==> config.mk <==
export PLATFORM = sky130hd
export DESIGN_NAME = umul_seq
export DESIGN_NICKNAME = d
export VERILOG_FILES = /design/src/rtl/umul_pkg.sv /design/src/rtl/umul_step.sv /design/src/rtl/umul_seq.sv
export SDC_FILE = /design/constraint.sdc
export NUM_CORES = 1
export LEC_CHECK = 0
export BUFFER_PORTS_ARGS = -buffer_cell sky130_fd_sc_hd__buf_2
export CAP_MARGIN = 30
export CORE_MARGIN = 4
export CORE_UTILIZATION = 55
export CTS_CLUSTER_SIZE = 25
export DETAILED_ROUTE_END_ITERATION = 6
export PLACE_DENSITY = 0.89
export SLEW_MARGIN = 10
export SYNTH_ARGS = -nofsm -noshare
export SYNTH_HDL_FRONTEND = slang
export SYNTH_SLANG_ARGS = --single-unit
==> constraint.sdc <==
create_clock -name clk -period 5.2 [get_ports clk]
set_input_delay 1.04 -clock clk [delete_from_list [all_inputs] [get_ports clk]]
set_output_delay 1.04 -clock clk [all_outputs]
set_load 0.03 [all_outputs]
==> src/rtl/umul_pkg.sv <==
// Shared state and mode encodings for the sequential unsigned multiplier.
package umul_pkg;

    typedef enum logic [1:0] {
        IDLE = 2'd0,
        BUSY = 2'd1,
        DONE = 2'd2
    } umul_state_t;

    typedef enum logic {
        MODE_WRAP = 1'b0,
        MODE_SAT  = 1'b1
    } umul_mode_t;

endpackage

==> src/rtl/umul_step.sv <==
// One multiply step: adds the partial products of BITS_PER_CYCLE multiplier bits
// to the running accumulator. The multiplicand arrives already shifted to position.
module umul_step #(
    parameter int DATA_WIDTH     = 8,
    parameter int BITS_PER_CYCLE = 1
) (
    input  logic [2*DATA_WIDTH-1:0]   acc_in,
    input  logic [2*DATA_WIDTH-1:0]   mcand,
    input  logic [BITS_PER_CYCLE-1:0] mplier_bits,
    output logic [2*DATA_WIDTH-1:0]   acc_out
);

    always_comb begin
        acc_out = acc_in;
        for (int j = 0; j < BITS_PER_CYCLE; j++) begin
            if (mplier_bits[j]) begin
                acc_out = acc_out + (mcand << j);
            end
        end
    end

endmodule

==> src/rtl/umul_seq.sv <==
// Sequential unsigned multiplier retiring BITS_PER_CYCLE multiplier bits per cycle,
// with wrap or saturate result formatting and a valid/ready handshake on both sides.
//
//   state | meaning
//   IDLE  | waiting for operands, in_ready high
//   BUSY  | accumulating partial products, counter counts down to 0
//   DONE  | result held on out/ov/sig_ov until out_ready
module umul_seq
    import umul_pkg::*;
#(
    parameter int DATA_WIDTH     = 8,
    parameter int BITS_PER_CYCLE = 1
) (
    input  logic                  clk,
    input  logic                  rst,
    input  logic                  in_valid,
    output logic                  in_ready,
    input  logic [DATA_WIDTH-1:0] in0,
    input  logic [DATA_WIDTH-1:0] in1,
    input  logic                  sat_mode,
    output logic                  out_valid,
    input  logic                  out_ready,
    output logic [DATA_WIDTH-1:0] out,
    output logic [DATA_WIDTH-1:0] ov,
    output logic                  sig_ov
);

    localparam int N     = DATA_WIDTH / BITS_PER_CYCLE;
    localparam int CNT_W = (N > 1) ? $clog2(N) : 1;
    localparam int AW    = 2 * DATA_WIDTH;

    if (DATA_WIDTH < 2 || (DATA_WIDTH % BITS_PER_CYCLE) != 0) begin : g_bad_cfg
        $error("umul_seq: BITS_PER_CYCLE must divide DATA_WIDTH and DATA_WIDTH must be >= 2");
    end

    umul_state_t             state, state_d;
    umul_mode_t              mode_q;
    logic [AW-1:0]           acc_q;
    logic [AW-1:0]           acc_next;
    logic [AW-1:0]           mcand_q;
    logic [DATA_WIDTH-1:0]   mplier_q;
    logic [CNT_W-1:0]        cnt_q;
    logic                    accept;

    assign accept = in_valid && (state == IDLE);

    umul_step #(
        .DATA_WIDTH     (DATA_WIDTH),
        .BITS_PER_CYCLE (BITS_PER_CYCLE)
    ) u_step (
        .acc_in      (acc_q),
        .mcand       (mcand_q),
        .mplier_bits (mplier_q[BITS_PER_CYCLE-1:0]),
        .acc_out     (acc_next)
    );

    always_ff @(posedge clk) begin
        if (rst) begin
            state <= IDLE;
        end else begin
            state <= state_d;
        end
    end

    always_comb begin
        state_d = state;
        case (state)
            IDLE:    if (in_valid)     state_d = BUSY;
            BUSY:    if (cnt_q == '0)  state_d = DONE;
            DONE:    if (out_ready)    state_d = IDLE;
            default:                   state_d = IDLE;
        endcase
    end

    // Multiplier shifts right and multiplicand left so each step sees the next bit group at bit 0.
    always_ff @(posedge clk) begin
        if (rst) begin
            acc_q    <= '0;
            mcand_q  <= '0;
            mplier_q <= '0;
            cnt_q    <= '0;
            mode_q   <= MODE_WRAP;
        end else if (accept) begin
            acc_q    <= '0;
            mcand_q  <= {{DATA_WIDTH{1'b0}}, in0};
            mplier_q <= in1;
            cnt_q    <= CNT_W'(N - 1);
            mode_q   <= umul_mode_t'(sat_mode);
        end else if (state == BUSY) begin
            acc_q    <= acc_next;
            mcand_q  <= mcand_q << BITS_PER_CYCLE;
            mplier_q <= mplier_q >> BITS_PER_CYCLE;
            if (cnt_q != '0) begin
                cnt_q <= cnt_q - CNT_W'(1);
            end
        end
    end

    logic [DATA_WIDTH-1:0] prod_hi, prod_lo;
    logic                  prod_big;

    assign prod_hi  = acc_q[AW-1:DATA_WIDTH];
    assign prod_lo  = acc_q[DATA_WIDTH-1:0];
    assign prod_big = |prod_hi;

    assign in_ready  = (state == IDLE);
    assign out_valid = (state == DONE);

    // Excess over all-ones, modulo 2^DATA_WIDTH, only depends on the low half.
    always_comb begin
        out    = '0;
        ov     = '0;
        sig_ov = 1'b0;
        if (out_valid) begin
            sig_ov = prod_big;
            if (mode_q == MODE_SAT) begin
                out = prod_big ? {DATA_WIDTH{1'b1}} : prod_lo;
                ov  = prod_big ? (prod_lo - {DATA_WIDTH{1'b1}}) : '0;
            end else begin
                out = prod_lo;
                ov  = prod_hi;
            end
        end
    end

endmodule
==> impl_metrics.env, run 1 <==
export IMPL_vdd_drop_max_v=0.000245
export IMPL_synthDistinctLibCells=48
export IMPL_fin_hold_ws_ns=0.459
export IMPL_ys_seq_elements=46
export IMPL_post_synth_inst_count=364
export IMPL_via_per_inst=5.54
export IMPL_maxSlewHeadroom_pct=42.3
export IMPL_power_share_switching_pct=27.0
export IMPL_fin_crit_sh_pct=58.0
export IMPL_multiInputGateArea_sq_um=1710
export IMPL_power_share_sequential_pct=50.8
export IMPL_clock_root_buffer="sky130_fd_sc_hd__clkbuf_8"
export IMPL_cts_hold_fix_buffers=0
export IMPL_number_of_enable_type_register_cells_in_the_synthesized_netlist=0
export IMPL_power_share_combinational_pct=14.1
export IMPL_clock_tree_buffer_depth=2
export IMPL_postSynthNetCount=404
export IMPL_mostFrequentLayoutCells="sky130_fd_sc_hd__nand2_1, sky130_fd_sc_hd__a21oi_1, sky130_fd_sc_hd__dfxtp_1, sky130_fd_sc_hd__buf_2, sky130_fd_sc_hd__nor2_1"
export IMPL_synth_top_area_share_pct=33.5
export IMPL_grt_first_pass_wirelength_mm=10.4
export IMPL_antenna_found_initial=0
export IMPL_fmax_mhz=331
export IMPL_postRouteWirelength_mm=6.10
export IMPL_clock_sinks=46
export IMPL_layout_min_cycle_time_ns=3.02
export IMPL_die_height_um=78.7
export IMPL_dp_hpwl_mm=4.57
export IMPL_result_of_the_run="completed"
export IMPL_synth_xor_xnor_area_share_pct=5.73
export IMPL_die_width_um=78.7
export IMPL_avgRoutedWirePerCell_um=13.2
export IMPL_drt_pass1_iterations=4
export IMPL_grt_start_max_net_pins=25
export IMPL_post_place_cells=454
export IMPL_cell_internal_pwr_uw=551
export IMPL_avgSynthCellArea_sq_um=7.56
export IMPL_worstSetupStartpointType="register"
export IMPL_timing_max_transition_violations_final=0
export IMPL_initial_utilization_pct=57.5
export IMPL_placement_io_buffers=39
export IMPL_tritoncts_buffer_count=5
export IMPL_yosys_warnings=0
export IMPL_dominant_combinational_cell_family_by_area_after_synthesis="simple AND/OR/NAND/NOR gates"
export IMPL_global_route_overflow_total=0
export IMPL_hold_path_class="reg2reg"
export IMPL_timing_worst_setup_path_type="reg2out"
export IMPL_floorplan_rows=25
export IMPL_cts_repair_resize_count=0
export IMPL_global_route_usage_total_pct=20.9
export IMPL_worst_clock_skew_ns=0.00413
export IMPL_syn_cell_area_sq_um=2750
export IMPL_fraction_of_final_layout_cells_sized_beyond_drive_strength_1_pct=13.7
export IMPL_num_io_pins=40
export IMPL_tritoncts="done"
export IMPL_synth_compound_gate_area_share_pct=22.9
export IMPL_antenna_cells=0
export IMPL_cp_data_arrival_time_ns=1.98
export IMPL_first_iter_violations=140
export IMPL_seqCellArea_sq_um=921
export IMPL_synthSimpleGateAreaFrac_pct=24.6
export IMPL_layout_filler_cells=420
export IMPL_worst_setup_path_end_kind="primary output"
export IMPL_setup_violations=0
export IMPL_total_switching_power_uw=204
export IMPL_setup_repair_after_global_routing_missed_its_margin="no"
export IMPL_clkLatencyLatePin_ns=0.30
export IMPL_count_of_nets_after_finishing=434
export IMPL_report_final_hold_viol_count=0
export IMPL_final_antenna_net_count=0
export IMPL_leakage_power_nw=1.24
export IMPL_multiplexer_fraction_of_the_synthesized_cell_area_pct=0
export IMPL_powerDensity_nw_per_um2=247
export IMPL_cp_data_required_time_ns=4.16
export IMPL_grt_pass1_vias=2401
export IMPL_route_vias_total=2560
export IMPL_cts_post_setup_buffers_inserted=0
export IMPL_most_frequent_standard_cell_in_the_layout_excluding_fill_and_tap_cells="sky130_fd_sc_hd__nand2_1"
export IMPL_netlist_top_cells_area="sky130_fd_sc_hd__dfxtp_1, sky130_fd_sc_hd__a21oi_1, sky130_fd_sc_hd__nand2_1, sky130_fd_sc_hd__ha_1, sky130_fd_sc_hd__nor2_1"
export IMPL_finalWeightedCongestion=0.877
export IMPL_die_area_sq_um=6200
export IMPL_final_cells=462
export IMPL_synthAdderAreaFrac_pct=8.91
export IMPL_path_clk_slew_ns=0.09
export IMPL_placeable_area_sq_um=4790
export IMPL_yosysTopAreaCell="sky130_fd_sc_hd__dfxtp_1"
export IMPL_areaGrowthSynthToFinish_pct=11.2
export IMPL_ys_dominant_reg_cell="sky130_fd_sc_hd__dfxtp_1"
export IMPL_cap_viol_max_count=0
export IMPL_yosysSeqAreaShare_pct=33.5
export IMPL_crit_path_max_fanout=13
export IMPL_worst_slew_pin_transition_ns=0.862
export IMPL_async_flop_share_pct=0
export IMPL_clock_power_share_pct=35.2
export IMPL_fin_setup_tns_ns=0
export IMPL_htreeDepth=2
export IMPL_remaining_design_rule_violation_count=0
power groups by stage:
stage | Combinational (mW) | Sequential [mW] | Clock (mW)
after floorplan | 0.0847 | 0.386 | 0
after global placement | 0.102 | 0.390 | 0
after detailed placement | 0.106 | 0.391 | 0
after CTS | 0.106 | 0.383 | 0.269
after global routing | 0.119 | 0.385 | 0.283
final | 0.106 | 0.383 | 0.265
cells in the mapped netlist (7+ instances only):
| library cell | instances |
|---|---|
| sky130_fd_sc_hd__nand2_1 | 66 |
| sky130_fd_sc_hd__a21oi_1 | 58 |
| sky130_fd_sc_hd__dfxtp_1 | 46 |
| sky130_fd_sc_hd__nor2_1 | 34 |
| sky130_fd_sc_hd__nand3_1 | 19 |
| sky130_fd_sc_hd__ha_1 | 18 |
| sky130_fd_sc_hd__a22oi_1 | 14 |
| sky130_fd_sc_hd__clkbuf_1 | 10 |
| sky130_fd_sc_hd__xnor2_1 | 9 |
| sky130_fd_sc_hd__xor2_1 | 9 |
| sky130_fd_sc_hd__o21ai_0 | 8 |
| sky130_fd_sc_hd__inv_1 | 7 |
| sky130_fd_sc_hd__o21ai_1 | 7 |
state kept, by name (all words and copies together) (netlist names):
name	flops
mode_q	1
cnt_q	3
acc_q	16
mplier_q	8
mcand_q	16
state	2
cell families after synthesis:
family                   count (synthesis)
AND/OR/NAND/NOR                        150
XOR/XNOR                                18
flip-flops                              46
AO/OA/AOI/OAI                          106
buffers and inverters                   25
adder cells (fa/ha/maj)                 19
worst max-delay path, stage by stage (launching register included):
cell and delay, ns:
sky130_fd_sc_hd__dfxtp_1 0.34, sky130_fd_sc_hd__nor4_1 0.40, sky130_fd_sc_hd__nand2_1 0.17, sky130_fd_sc_hd__and2_1 0.32, sky130_fd_sc_hd__a2bb2oi_1 0.20, sky130_fd_sc_hd__nor2_1 0.05, sky130_fd_sc_hd__buf_2 0.20
final timing paths:
path	startpoint	to	slack (ns)	depth (start not counted)
hold reg to reg	mplier_q[2]	mplier_q[2]	0.46	2
setup / recovery	acc_q[12]	ov[7]	2.18	6
hold / removal	mplier_q[2]	mplier_q[2]	0.46	2
setup reg to reg	state[0]	acc_q[15]	2.84	6
area by class of cell:
type / count / area share (%)
multi-input combinational: 293 / 55.8
inverter: 7 / 0.859
clock inverter: 2 / 1.23
timing repair buffer: 41 / 6.87
sequential: 46 / 30.1
tap: 67 / 2.74
clock buffer: 6 / 2.37
metrics by stage:
step                power (mW)  setup WS, ns  instance area, sq um  utilization, %
floorplan                0.471          2.65                  2750               -
global placement         0.492          2.41                  2950            61.6
detailed placement       0.496          2.34                  2950            61.6
CTS                      0.758          2.17                  3060            63.9
global route             0.788          1.97                  3060            63.9
finish                   0.754          2.18                  3060            63.9
routing by layer:
metal	vias to the layer above	part of all wire, %	track usage (%)	wire (um)
li1	1339	-	-	-
met1	1142	45	24.4	2730
met2	75	47	38.0	2870
met3	4	7.1	4.20	431
met4	0	1.2	6.64	74
met5	-	0	0	0
Power figures use the tool's default switching activity.
==> run 2: changes to the inputs <==
Settings changed: ABC_AREA set to 1, CORE_UTILIZATION 55 to 53.
Clock period 5.2 ns to 2.6 ns, I/O delays scaled along.
==> impl_metrics.env, run 2 <==
export IMPL_timing_worst_setup_path_type="reg2out"
export IMPL_tritoncts_buffer_count=5
export IMPL_setup_repair_after_global_routing_missed_its_margin="no"
export IMPL_die_height_um=84.3
export IMPL_routed_wl_met3_um=592
export IMPL_cts_hold_fix_buffers=0
export IMPL_count_of_nets_after_finishing=555
export IMPL_die_area_sq_um=7100
export IMPL_reg_largest_list="acc_q x16, mcand_q x16, mplier_q x8"
export IMPL_vdd_drop_max_v=0.000393
export IMPL_crit_path_max_fanout=9
export IMPL_fin_crit_sh_pct=92.2
export IMPL_postRouteWirelength_mm=7.57
export IMPL_drt_met1_wl_mm=3.44
export IMPL_fin_setup_tns_ns=0
export IMPL_cp_data_arrival_time_ns=1.88
export IMPL_global_route_usage_total_pct=21.9
export IMPL_fmax_mhz=417
export IMPL_layout_min_cycle_time_ns=2.40
export IMPL_tritoncts="done"
export IMPL_placeable_area_sq_um=5570
export IMPL_finalWeightedCongestion=0.949
export IMPL_placedInstanceArea_sq_um=3290
export IMPL_avgRoutedWirePerCell_um=12.9
export IMPL_postSynthNetCount=519
export IMPL_grt_first_pass_wirelength_mm=12.9
export IMPL_synth_most_common_cell="sky130_fd_sc_hd__nand2_1"
export IMPL_timing_max_transition_violations_final=0
export IMPL_antenna_cells=0
export IMPL_syn_cell_area_sq_um=3080
export IMPL_initial_utilization_pct=55.3
export IMPL_floorplan_rows=27
export IMPL_first_iter_violations=257
export IMPL_clock_sinks=46
export IMPL_mostFrequentLayoutCells="sky130_fd_sc_hd__nand2_1, sky130_fd_sc_hd__inv_1, sky130_fd_sc_hd__a21oi_1, sky130_fd_sc_hd__dfxtp_1, sky130_fd_sc_hd__buf_2"
export IMPL_worst_setup_path_end_kind="primary output"
export IMPL_avgSynthCellArea_sq_um=6.44
export IMPL_synthDistinctLibCells=32
export IMPL_hold_path_class="in2reg"
export IMPL_clkLatencyLatePin_ns=0.31
export IMPL_setup_violations=0
export IMPL_result_of_the_run="completed"
export IMPL_cp_data_required_time_ns=2.08
export IMPL_most_frequent_standard_cell_in_the_layout_excluding_fill_and_tap_cells="sky130_fd_sc_hd__nand2_1"
export IMPL_dp_hpwl_mm=5.74
export IMPL_yosysSeqAreaShare_pct=29.9
export IMPL_leakage_power_nw=1.68
export IMPL_report_final_hold_viol_count=0
export IMPL_htreeDepth=2
export IMPL_total_power_mw=1.49
export IMPL_placement_io_buffers=39
export IMPL_via_per_inst=5.34
export IMPL_cts_post_setup_buffers_inserted=0
export IMPL_synth_top_area_share_pct=29.9
export IMPL_worst_slew_pin_transition_ns=0.488
export IMPL_async_flop_share_pct=0
export IMPL_netlist_top_cells_area="sky130_fd_sc_hd__dfxtp_1, sky130_fd_sc_hd__nand2_1, sky130_fd_sc_hd__inv_1, sky130_fd_sc_hd__a21oi_1, sky130_fd_sc_hd__ha_1"
export IMPL_worstSetupStartpointType="register"
export IMPL_family_with_the_most_delay_on_the_worst_path="buffers and inverters"
export IMPL_post_route_cell_area_sq_um=3380
export IMPL_routed_top_layer="met4"
export IMPL_slowest_stage="sky130_fd_sc_hd__dfxtp_1"
export IMPL_synth_cells_most_frequent="sky130_fd_sc_hd__nand2_1, sky130_fd_sc_hd__inv_1, sky130_fd_sc_hd__a21oi_1"
export IMPL_critPathMostFrequentCell="sky130_fd_sc_hd__inv_1"
export IMPL_path_cells="inv_1 -> nand3_1 -> nor3_1 -> nor2_2 -> inv_1 -> a21oi_1 -> buf_2"
export IMPL_fraction_of_final_layout_cells_sized_beyond_drive_strength_1_pct=12.2
export IMPL_yosysTopAreaCell="sky130_fd_sc_hd__dfxtp_1"
export IMPL_path_clk_slew_ns=0.10
export IMPL_powerDensity_nw_per_um2=441
export IMPL_cts_repair_resize_count=0
export IMPL_post_synth_inst_count=479
export IMPL_clock_root_buffer="sky130_fd_sc_hd__clkbuf_8"
export IMPL_die_width_um=84.3
export IMPL_worst_clock_skew_ns=0.0156
export IMPL_grt_start_max_net_pins=27
export IMPL_maxSlewHeadroom_pct=67.5
export IMPL_drt_pass1_iterations=5
export IMPL_layout_filler_cells=498
export IMPL_areaGrowthSynthToFinish_pct=9.57
export IMPL_num_io_pins=40
export IMPL_route_vias_total=3138
export IMPL_ys_dominant_reg_cell="sky130_fd_sc_hd__dfxtp_1"
export IMPL_clock_tree_buffer_depth=2
export IMPL_timing_critical_path_buf_inv=3
export IMPL_yosys_warnings=0
export IMPL_ys_seq_elements=46
export IMPL_global_route_overflow_total=0
export IMPL_critPathMaxStageDelay_ns=0.37
export IMPL_antenna_found_initial=0
export IMPL_number_of_enable_type_register_cells_in_the_synthesized_netlist=0
export IMPL_grt_pass1_vias=2957
export IMPL_remaining_design_rule_violation_count=0
export IMPL_final_antenna_net_count=0
export IMPL_cap_viol_max_count=0
export IMPL_wl_met2_mm=3.41
## run 2: changes by cell type after synthesis, moves of 6 or more
cell and delta:
sky130_fd_sc_hd__a31oi_1 +12, sky130_fd_sc_hd__nor2b_1 -6, sky130_fd_sc_hd__nor2_1 -12, sky130_fd_sc_hd__nand3_1 +9
sky130_fd_sc_hd__nand2_1 +99, sky130_fd_sc_hd__o21ai_1 -6, sky130_fd_sc_hd__inv_1 +64, sky130_fd_sc_hd__xnor2_1 -8
sky130_fd_sc_hd__nand2b_1 -6, sky130_fd_sc_hd__a22oi_1 -14, sky130_fd_sc_hd__clkbuf_1 -8
## run 2: path summary, 6_finish.rpt
kind	start	end	slack, ns	cells after the start
max	acc_q[8]	out[3]	0.20	7
min	in1[7]	mplier_q[7]	0.46	3
max reg2reg	acc_q[0]	acc_q[8]	0.72	8
min reg2reg	mplier_q[7]	mplier_q[7]	0.47	2
## run 2: where the power goes
| part | internal (mW) | switching (mW) | total, mW |
|---|---|---|---|
| combinational | 0.0884 | 0.181 | 0.269 |
| sequential | 0.742 | 0.0314 | 0.773 |
| clock | 0.190 | 0.257 | 0.447 |
## run 2: worst register-to-register path: cells and delay by family, from the launching register on
kind,cells,cell delay [ns]
compound gates,2,0.38
fa+ha+maj,2,0.68
buf+inv,1,0.05
flops,1,0.35
simple gates,3,0.33
## run 2: layout make-up
type                            instances  area [sq um]  share of cell area, %
Clock inverter                          2          13.8                  0.407
Tap cell                               72          90.1                   2.67
Sequential cell                        46           921                   27.2
Multi-Input combinational cell        345          1780                   52.7
Timing Repair Buffer                   40           203                   6.00
Inverter                               77           299                   8.85
Clock buffer                            6          72.6                   2.15
## run 2: logic make-up (layout without fill, tap and decap cells)
family | Yosys count | after routing | synth area share, %
compound gates | 86 | 86 | 15.3
xor+xnor | 6 | 6 | 1.70
simple gates | 234 | 234 | 32.8
flops | 46 | 46 | 29.9
buf+inv | 88 | 125 | 12.4
fa+ha+maj | 19 | 19 | 7.95
## run 2: metal layers
metal	track usage, %	vias up
met2	34.4	115
met1	28.7	1407
met4	8.19	0
met5	0	-
met3	5.89	13
li1	-	1603
## run 2: metrics by stage
| step | utilization [%] | hold slack (ns) | setup WS [ns] | cells |
|---|---|---|---|---|
| after floorplan | - | 0.439 | 0.214 | 479 |
| after CTS | 60.6 | 0.461 | 0.230 | 588 |
| after global routing | 60.6 | 0.480 | 0.0750 | 588 |
| final | 60.6 | 0.464 | 0.203 | 588 |
| after detailed placement | 59.1 | 0.466 | 0.573 | 580 |
| after global placement | 59.1 | 0.451 | 0.611 | 580 |
